==> src/rtl/exe_wb_stage_if.sv <==
// Execute-to-writeback bundle: execute-side inputs, register-file write port,
// forwarding/bypass outputs and the retired counter of exe_wb_stage.
interface exe_wb_stage_if #(
  parameter int DATA_W     = 32,
  parameter int REG_ADDR_W = 3,
  parameter int CNT_W      = 32
);
  logic                  in_valid;
  logic                  in_ready;
  logic [DATA_W-1:0]     in_result;
  logic [DATA_W-1:0]     in_cpsr_val;
  logic [REG_ADDR_W-1:0] in_dst;
  logic                  in_reg_we;
  logic                  in_flag_we;
  logic                  hold;
  logic                  flush;
  logic                  rf_we;
  logic [REG_ADDR_W-1:0] rf_waddr;
  logic [DATA_W-1:0]     rf_wdata;
  logic                  fwd_valid;
  logic [REG_ADDR_W-1:0] fwd_dst;
  logic [DATA_W-1:0]     fwd_data;
  logic [DATA_W-1:0]     cpsr_q;
  logic [DATA_W-1:0]     cpsr_fwd;
  logic [CNT_W-1:0]      retired;

  modport master (
    output in_valid, in_result, in_cpsr_val, in_dst, in_reg_we, in_flag_we,
           hold, flush,
    input  in_ready, rf_we, rf_waddr, rf_wdata, fwd_valid, fwd_dst, fwd_data,
           cpsr_q, cpsr_fwd, retired
  );

  modport slave (
    input  in_valid, in_result, in_cpsr_val, in_dst, in_reg_we, in_flag_we,
           hold, flush,
    output in_ready, rf_we, rf_waddr, rf_wdata, fwd_valid, fwd_dst, fwd_data,
           cpsr_q, cpsr_fwd, retired
  );
endinterface

==> src/rtl/exe_wb_stage.sv <==
// Writeback pipeline register: commits ALU result and NZCV flags, exposes
// register/CPSR forwarding and counts retired instructions.
module exe_wb_stage #(
  parameter int DATA_W     = 32,
  parameter int REG_ADDR_W = 3,
  parameter int CNT_W      = 32
) (
  input  logic           clk,
  input  logic           rst_n,
  exe_wb_stage_if.slave  bus
);
  logic                  r_v;
  logic [DATA_W-1:0]     r_result;
  logic [REG_ADDR_W-1:0] r_dst;
  logic                  r_reg_we;
  logic                  r_flag_we;
  logic [3:0]            r_flags;
  logic [3:0]            r_cpsr_nzcv;
  logic [CNT_W-1:0]      r_retired;

  logic                  w_commit;
  logic [DATA_W-1:0]     w_cpsr_q;
  logic                  w_unused_cpsr_low;

  // Only NZCV is architecturally meaningful; the low flag-word bits are dropped.
  assign w_unused_cpsr_low = ^bus.in_cpsr_val[DATA_W-5:0];

  assign w_commit = r_v & ~bus.hold;
  assign w_cpsr_q = {r_cpsr_nzcv, {(DATA_W-4){1'b0}}};

  always_ff @(posedge clk or negedge rst_n) begin
    if (!rst_n) begin
      r_v         <= 1'b0;
      r_result    <= '0;
      r_dst       <= '0;
      r_reg_we    <= 1'b0;
      r_flag_we   <= 1'b0;
      r_flags     <= '0;
      r_cpsr_nzcv <= '0;
      r_retired   <= '0;
    end else begin
      // A stall freezes the stage entirely, so flush is only honoured when free.
      if (!bus.hold) begin
        if (bus.flush) begin
          r_v <= 1'b0;
        end else if (bus.in_valid) begin
          r_v       <= 1'b1;
          r_result  <= bus.in_result;
          r_dst     <= bus.in_dst;
          r_reg_we  <= bus.in_reg_we;
          r_flag_we <= bus.in_flag_we;
          r_flags   <= bus.in_cpsr_val[DATA_W-1:DATA_W-4];
        end else begin
          r_v <= 1'b0;
        end
      end
      if (w_commit) begin
        r_retired <= r_retired + {{(CNT_W-1){1'b0}}, 1'b1};
        if (r_flag_we) begin
          r_cpsr_nzcv <= r_flags;
        end
      end
    end
  end

  assign bus.in_ready  = ~bus.hold;
  assign bus.rf_we     = w_commit & r_reg_we;
  assign bus.rf_waddr  = r_dst;
  assign bus.rf_wdata  = r_result;
  assign bus.fwd_valid = r_v & r_reg_we;
  assign bus.fwd_dst   = r_dst;
  assign bus.fwd_data  = r_result;
  assign bus.cpsr_q    = w_cpsr_q;
  // Bypass shows the pending flag update even while the stage is stalled.
  assign bus.cpsr_fwd  = (r_v & r_flag_we) ? {r_flags, {(DATA_W-4){1'b0}}} : w_cpsr_q;
  assign bus.retired   = r_retired;
endmodule

==> src/flat_wrapper.sv <==
// flat-port wrapper written by rule: the top's interface ports become plain ports
module exe_wb_stage_flat 
#(
  parameter int DATA_W     = 32,
  parameter int REG_ADDR_W = 3,
  parameter int CNT_W      = 32
)
  (clk, rst_n, bus_in_valid, bus_in_result, bus_in_cpsr_val, bus_in_dst, bus_in_reg_we, bus_in_flag_we, bus_hold, bus_flush, bus_in_ready, bus_rf_we, bus_rf_waddr, bus_rf_wdata, bus_fwd_valid, bus_fwd_dst, bus_fwd_data, bus_cpsr_q, bus_cpsr_fwd, bus_retired);
  exe_wb_stage_if #(.DATA_W(DATA_W), .REG_ADDR_W(REG_ADDR_W), .CNT_W(CNT_W)) bus_i ();
  input  logic clk;
  input  logic rst_n;
  input wire logic [$bits(bus_i.in_valid)-1:0] bus_in_valid;
  input wire logic [$bits(bus_i.in_result)-1:0] bus_in_result;
  input wire logic [$bits(bus_i.in_cpsr_val)-1:0] bus_in_cpsr_val;
  input wire logic [$bits(bus_i.in_dst)-1:0] bus_in_dst;
  input wire logic [$bits(bus_i.in_reg_we)-1:0] bus_in_reg_we;
  input wire logic [$bits(bus_i.in_flag_we)-1:0] bus_in_flag_we;
  input wire logic [$bits(bus_i.hold)-1:0] bus_hold;
  input wire logic [$bits(bus_i.flush)-1:0] bus_flush;
  output wire logic [$bits(bus_i.in_ready)-1:0] bus_in_ready;
  output wire logic [$bits(bus_i.rf_we)-1:0] bus_rf_we;
  output wire logic [$bits(bus_i.rf_waddr)-1:0] bus_rf_waddr;
  output wire logic [$bits(bus_i.rf_wdata)-1:0] bus_rf_wdata;
  output wire logic [$bits(bus_i.fwd_valid)-1:0] bus_fwd_valid;
  output wire logic [$bits(bus_i.fwd_dst)-1:0] bus_fwd_dst;
  output wire logic [$bits(bus_i.fwd_data)-1:0] bus_fwd_data;
  output wire logic [$bits(bus_i.cpsr_q)-1:0] bus_cpsr_q;
  output wire logic [$bits(bus_i.cpsr_fwd)-1:0] bus_cpsr_fwd;
  output wire logic [$bits(bus_i.retired)-1:0] bus_retired;
  assign bus_i.in_valid = bus_in_valid;
  assign bus_i.in_result = bus_in_result;
  assign bus_i.in_cpsr_val = bus_in_cpsr_val;
  assign bus_i.in_dst = bus_in_dst;
  assign bus_i.in_reg_we = bus_in_reg_we;
  assign bus_i.in_flag_we = bus_in_flag_we;
  assign bus_i.hold = bus_hold;
  assign bus_i.flush = bus_flush;
  assign bus_in_ready = bus_i.in_ready;
  assign bus_rf_we = bus_i.rf_we;
  assign bus_rf_waddr = bus_i.rf_waddr;
  assign bus_rf_wdata = bus_i.rf_wdata;
  assign bus_fwd_valid = bus_i.fwd_valid;
  assign bus_fwd_dst = bus_i.fwd_dst;
  assign bus_fwd_data = bus_i.fwd_data;
  assign bus_cpsr_q = bus_i.cpsr_q;
  assign bus_cpsr_fwd = bus_i.cpsr_fwd;
  assign bus_retired = bus_i.retired;
  exe_wb_stage #(.DATA_W(DATA_W), .REG_ADDR_W(REG_ADDR_W), .CNT_W(CNT_W)) u_core (.clk(clk), .rst_n(rst_n), .bus(bus_i));
endmodule
==> config.mk <==
export PLATFORM = sky130hd
export DESIGN_NAME = exe_wb_stage_flat
export DESIGN_NICKNAME = d
export VERILOG_FILES = /design/src/rtl/exe_wb_stage_if.sv /design/src/rtl/exe_wb_stage.sv /design/src/flat_wrapper.sv
export SDC_FILE = /design/constraint.sdc
export NUM_CORES = 1
export LEC_CHECK = 0
export BUFFER_PORTS_ARGS = -buffer_cell sky130_fd_sc_hd__buf_2
export CAP_MARGIN = 20
export CORE_ASPECT_RATIO = 1.5
export CORE_MARGIN = 10
export CORE_UTILIZATION = 38
export CTS_CLUSTER_SIZE = 30
export DETAILED_ROUTE_END_ITERATION = 10
export PLACE_DENSITY_LB_ADDON = 0.05
export SKIP_LAST_GASP = 1
export SLEW_MARGIN = 20
export SYNTH_ARGS = -nofsm -noshare
export SYNTH_HDL_FRONTEND = slang
export SYNTH_SLANG_ARGS = --single-unit
==> constraint.sdc <==
create_clock -name clk -period 1.67 [get_ports clk]
set_input_delay 0.334 -clock clk [delete_from_list [all_inputs] [get_ports clk]]
set_output_delay 0.334 -clock clk [all_outputs]
set_load 0.02 [all_outputs]
==> flow_summary.toml <==
[routing]
detailedRoute.firstPassIterationCount = 5
drt_drc_violations_left = 0
detail_route.wl_per_cell_um = 16.05
detail_route.iter0.violations = 46
route.vias.total = 2733
routed_wirelength_mm = 9.872
antenna_left = 0
drt-vias-per-instance = 4.444

[yosys]
ys_types = 33
cell_area_synth_um2 = 3959
post-synth-top-area-cell = "sky130_fd_sc_hd__dfrtp_1"
synth_top_cells_by_area = "sky130_fd_sc_hd__dfrtp_1, sky130_fd_sc_hd__buf_4, sky130_fd_sc_hd__mux2_2"
synth-seq-cells = 78
synthesis.area_per_instance_um2 = 11.92
synth_sequential_area_ratio_pct = 49.30
synth-warning-count = 0
syn-instance-count = 332
synthDominantCellAreaShare_pct = 49.30

[global_routing]
globalRoute.totalOverflow = 0
grt_antenna_before_repair = 0
grt_start_max_net_pins = 34
grtUsageTotal_pct = 13.29
grt_first_pass_wirelength_mm = 15.67
first_global_vias = 3017

[sta]
setup_total_negative_slack_ns = -0.08713
clock_skews_ns = 0.005628
hold_violations = 0
report.final.slew_viol_count = 0
period_needed_ns = 1.694
setup_viol_count_final = 4
post-route-period-util_pct = 101.4
fin_ws_ns = -0.02359
max_freq_mhz = 590.5
rsz0062_at_grt = "yes"

[pwr]
cellPowerDensity_nw_per_um2 = 1229
ir_worst_vdd_v = 0.0006727
fin_total_pwr_w = 0.006273
p_leak_nw = 2.680

[finish]
layout.cells.most_common = "sky130_fd_sc_hd__buf_2"
final_nets = 568
synthToLayoutAreaGrowth_pct = 28.89
design_area_um2 = 5102
most-common-layout-cells = "sky130_fd_sc_hd__buf_2, sky130_fd_sc_hd__dfrtp_1, sky130_fd_sc_hd__conb_1"
final.fill_count = 953
final_layout_size_suffix_gt1_share_pct = 57.63
diodes = 0

[worst_setup_path]
end_kind = "output port"
regToRegSetupSlack_ns = 0.02
r2r-end = "u_core.bus.retired[17]"
crit_path_max_fanout = 4
reg2reg_depth = 5
required_time_worst_endpoint_ns = 1.34
worst_setup_path_start_kind = "flop"
rr_startpoint = "u_core.r_v"
worst_setup_path_category = "reg2out"
crit_arrival_ns = 1.36

[worst_hold_path]
whs_path_depth = 2
timing.hold.worst.class = "in2reg"
hold_end = "u_core.bus.fwd_data[31]"
worstHoldStart = "bus_in_result[31]"

[floorplanning]
floorplan.initialDensity_pct = 39.06
dieHeight_um = 145.0
coreArea_um2 = 10130
design.portCount = 243
dieWidth_um = 103.3
die_area_um2 = 14980
rows = 45

[clock_tree]
clock_path_buffers = 2
clock-sinks = 78
numCtsBuffers = 9
htree_levels = 3
tritoncts = "done"
cts.reportedPaths.clkPinSlew_ns = 0.06
cts_root_buf = "sky130_fd_sc_hd__clkbuf_16"
clock_latency_late_sink_ns = 0.33

[placement]
buffer_ports.inserted = 158
placed_cell_area_um2 = 4682
hpwl_mm = 7.886
finalWeightedCongestion = 0.7571

[run]
max_cap_violations = 0

[run_status]
violations = "setup timing"
outcome = "finished, violations left"
synthesized netlist by cell type:
| cell | n |
|---|---|
| sky130_fd_sc_hd__buf_4 | 91 |
| sky130_fd_sc_hd__dfrtp_1 | 78 |
| sky130_fd_sc_hd__mux2_2 | 49 |
| sky130_fd_sc_hd__xnor2_1 | 19 |
| sky130_fd_sc_hd__nand2_1 | 17 |
| sky130_fd_sc_hd__xor2_1 | 12 |
| sky130_fd_sc_hd__nand3_1 | 10 |
| sky130_fd_sc_hd__nand4_1 | 10 |
| sky130_fd_sc_hd__nor2_1 | 7 |
| sky130_fd_sc_hd__nor4_1 | 5 |
| sky130_fd_sc_hd__buf_2 | 4 |
| sky130_fd_sc_hd__nor3_1 | 4 |
| sky130_fd_sc_hd__and2_1 | 3 |
| sky130_fd_sc_hd__and4_1 | 2 |
| sky130_fd_sc_hd__inv_1 | 2 |
| sky130_fd_sc_hd__or2_2 | 2 |
| sky130_fd_sc_hd__a21o_1 | 1 |
| sky130_fd_sc_hd__and3_1 | 1 |
| sky130_fd_sc_hd__and4_2 | 1 |
| sky130_fd_sc_hd__and4b_1 | 1 |
| sky130_fd_sc_hd__buf_6 | 1 |
| sky130_fd_sc_hd__clkbuf_1 | 1 |
| sky130_fd_sc_hd__conb_1 | 1 |
| sky130_fd_sc_hd__ha_1 | 1 |
| sky130_fd_sc_hd__nand2b_2 | 1 |
| sky130_fd_sc_hd__nand4_4 | 1 |
| sky130_fd_sc_hd__nand4b_1 | 1 |
| sky130_fd_sc_hd__nor2b_1 | 1 |
| sky130_fd_sc_hd__nor3b_1 | 1 |
| sky130_fd_sc_hd__nor4_2 | 1 |
| sky130_fd_sc_hd__nor4_4 | 1 |
| sky130_fd_sc_hd__or4_1 | 1 |
| sky130_fd_sc_hd__or4_4 | 1 |
area by class of cell:
class                   count  area [µm²]  share of cell area, %
clock buffers               9       225.2                  4.414
multi-input cells         210        1569                  30.75
inverters                   2       7.507                 0.1471
clock inverters             7       65.06                  1.275
well taps                 117       146.4                  2.869
flip-flops and latches     78        1969                  38.60
repair buffers            192        1120                  21.95
flip-flops by register name, indices dropped and copies added, names as in the netlist:
signal               count
u_core.r_v               1
u_core.bus.fwd_dst       3
u_core.r_reg_we          1
u_core.r_cpsr_nzcv       4
u_core.r_flag_we         1
u_core.bus.fwd_data     32
u_core.bus.retired      32
u_core.r_flags           4
cells by family after synthesis:
| kind of cell | share of synthesized area, % |
|---|---|
| multiplexers | 13.94 |
| buffers and inverters | 18.33 |
| flip-flops | 49.30 |
| adder cells (fa/ha/maj) | 0.3160 |
| AO/OA/AOI/OAI | 0.1897 |
| other | 0.09473 |
| XOR/XNOR | 6.858 |
| AND/OR/NAND/NOR | 10.97 |
worst max-delay path by stage:
stage | startpoint | end | slack [ns] | depth (start not counted)
global route | u_core.r_v | bus_cpsr_fwd[29] | -0.07 | 4
floorplan | u_core.bus.retired[9] | u_core.bus.retired[29] | -0.003 | 5
finish | u_core.r_v | bus_cpsr_fwd[28] | -0.02 | 4
global placement | bus_hold | u_core.bus.retired[17] | -0.11 | 5
CTS | u_core.r_v | bus_cpsr_fwd[30] | -0.04 | 4
detailed placement | bus_hold | u_core.bus.retired[19] | -0.12 | 5
critical path: stages, from the launching register on:
cell and delay (ns):
sky130_fd_sc_hd__dfrtp_1 0.38, sky130_fd_sc_hd__buf_6 0.14, sky130_fd_sc_hd__nand2_8 0.07, sky130_fd_sc_hd__mux2_4 0.31, sky130_fd_sc_hd__buf_6 0.13
power breakdown:
group	switching (W)	leakage [nW]	internal, W
clock	0.000754	0.141	0.00115
combinational	0.00117	1.57	0.000782
sequential	0.000230	0.966	0.00219
routing by layer:
layer,GRT usage [%],vias up,routed length [µm]
met5,0,-,0
met4,3.980,0,120
met3,5.600,9,858
met2,23.54,108,5354
met1,13.52,1317,3538
li1,-,1299,-
metrics by stage:
stage | util (%) | instances | hold WS (ns) | setup slack (ns)
after floorplan | - | 387 | 0.03841 | -0.002775
after global placement | 46.20 | 594 | 0.2994 | -0.1063
after detailed placement | 46.20 | 594 | 0.3027 | -0.1192
after CTS | 50.05 | 615 | 0.2152 | -0.03963
after global routing | 50.35 | 615 | 0.2160 | -0.07400
final | 50.35 | 615 | 0.2295 | -0.02359
timing repair:
| action | 4_1_cts | 5_1_grt |
|---|---|---|
| hold buffers | 1 | 0 |
| hold endpoints to repair | 26 | 0 |
| resized for setup | 16 | 6 |
| setup endpoints to repair | 8 | 15 |
| buffers inserted | 4 | 0 |
| pin swaps | 1 | 5 |
Note: power is estimated with default switching activity, not from simulation.
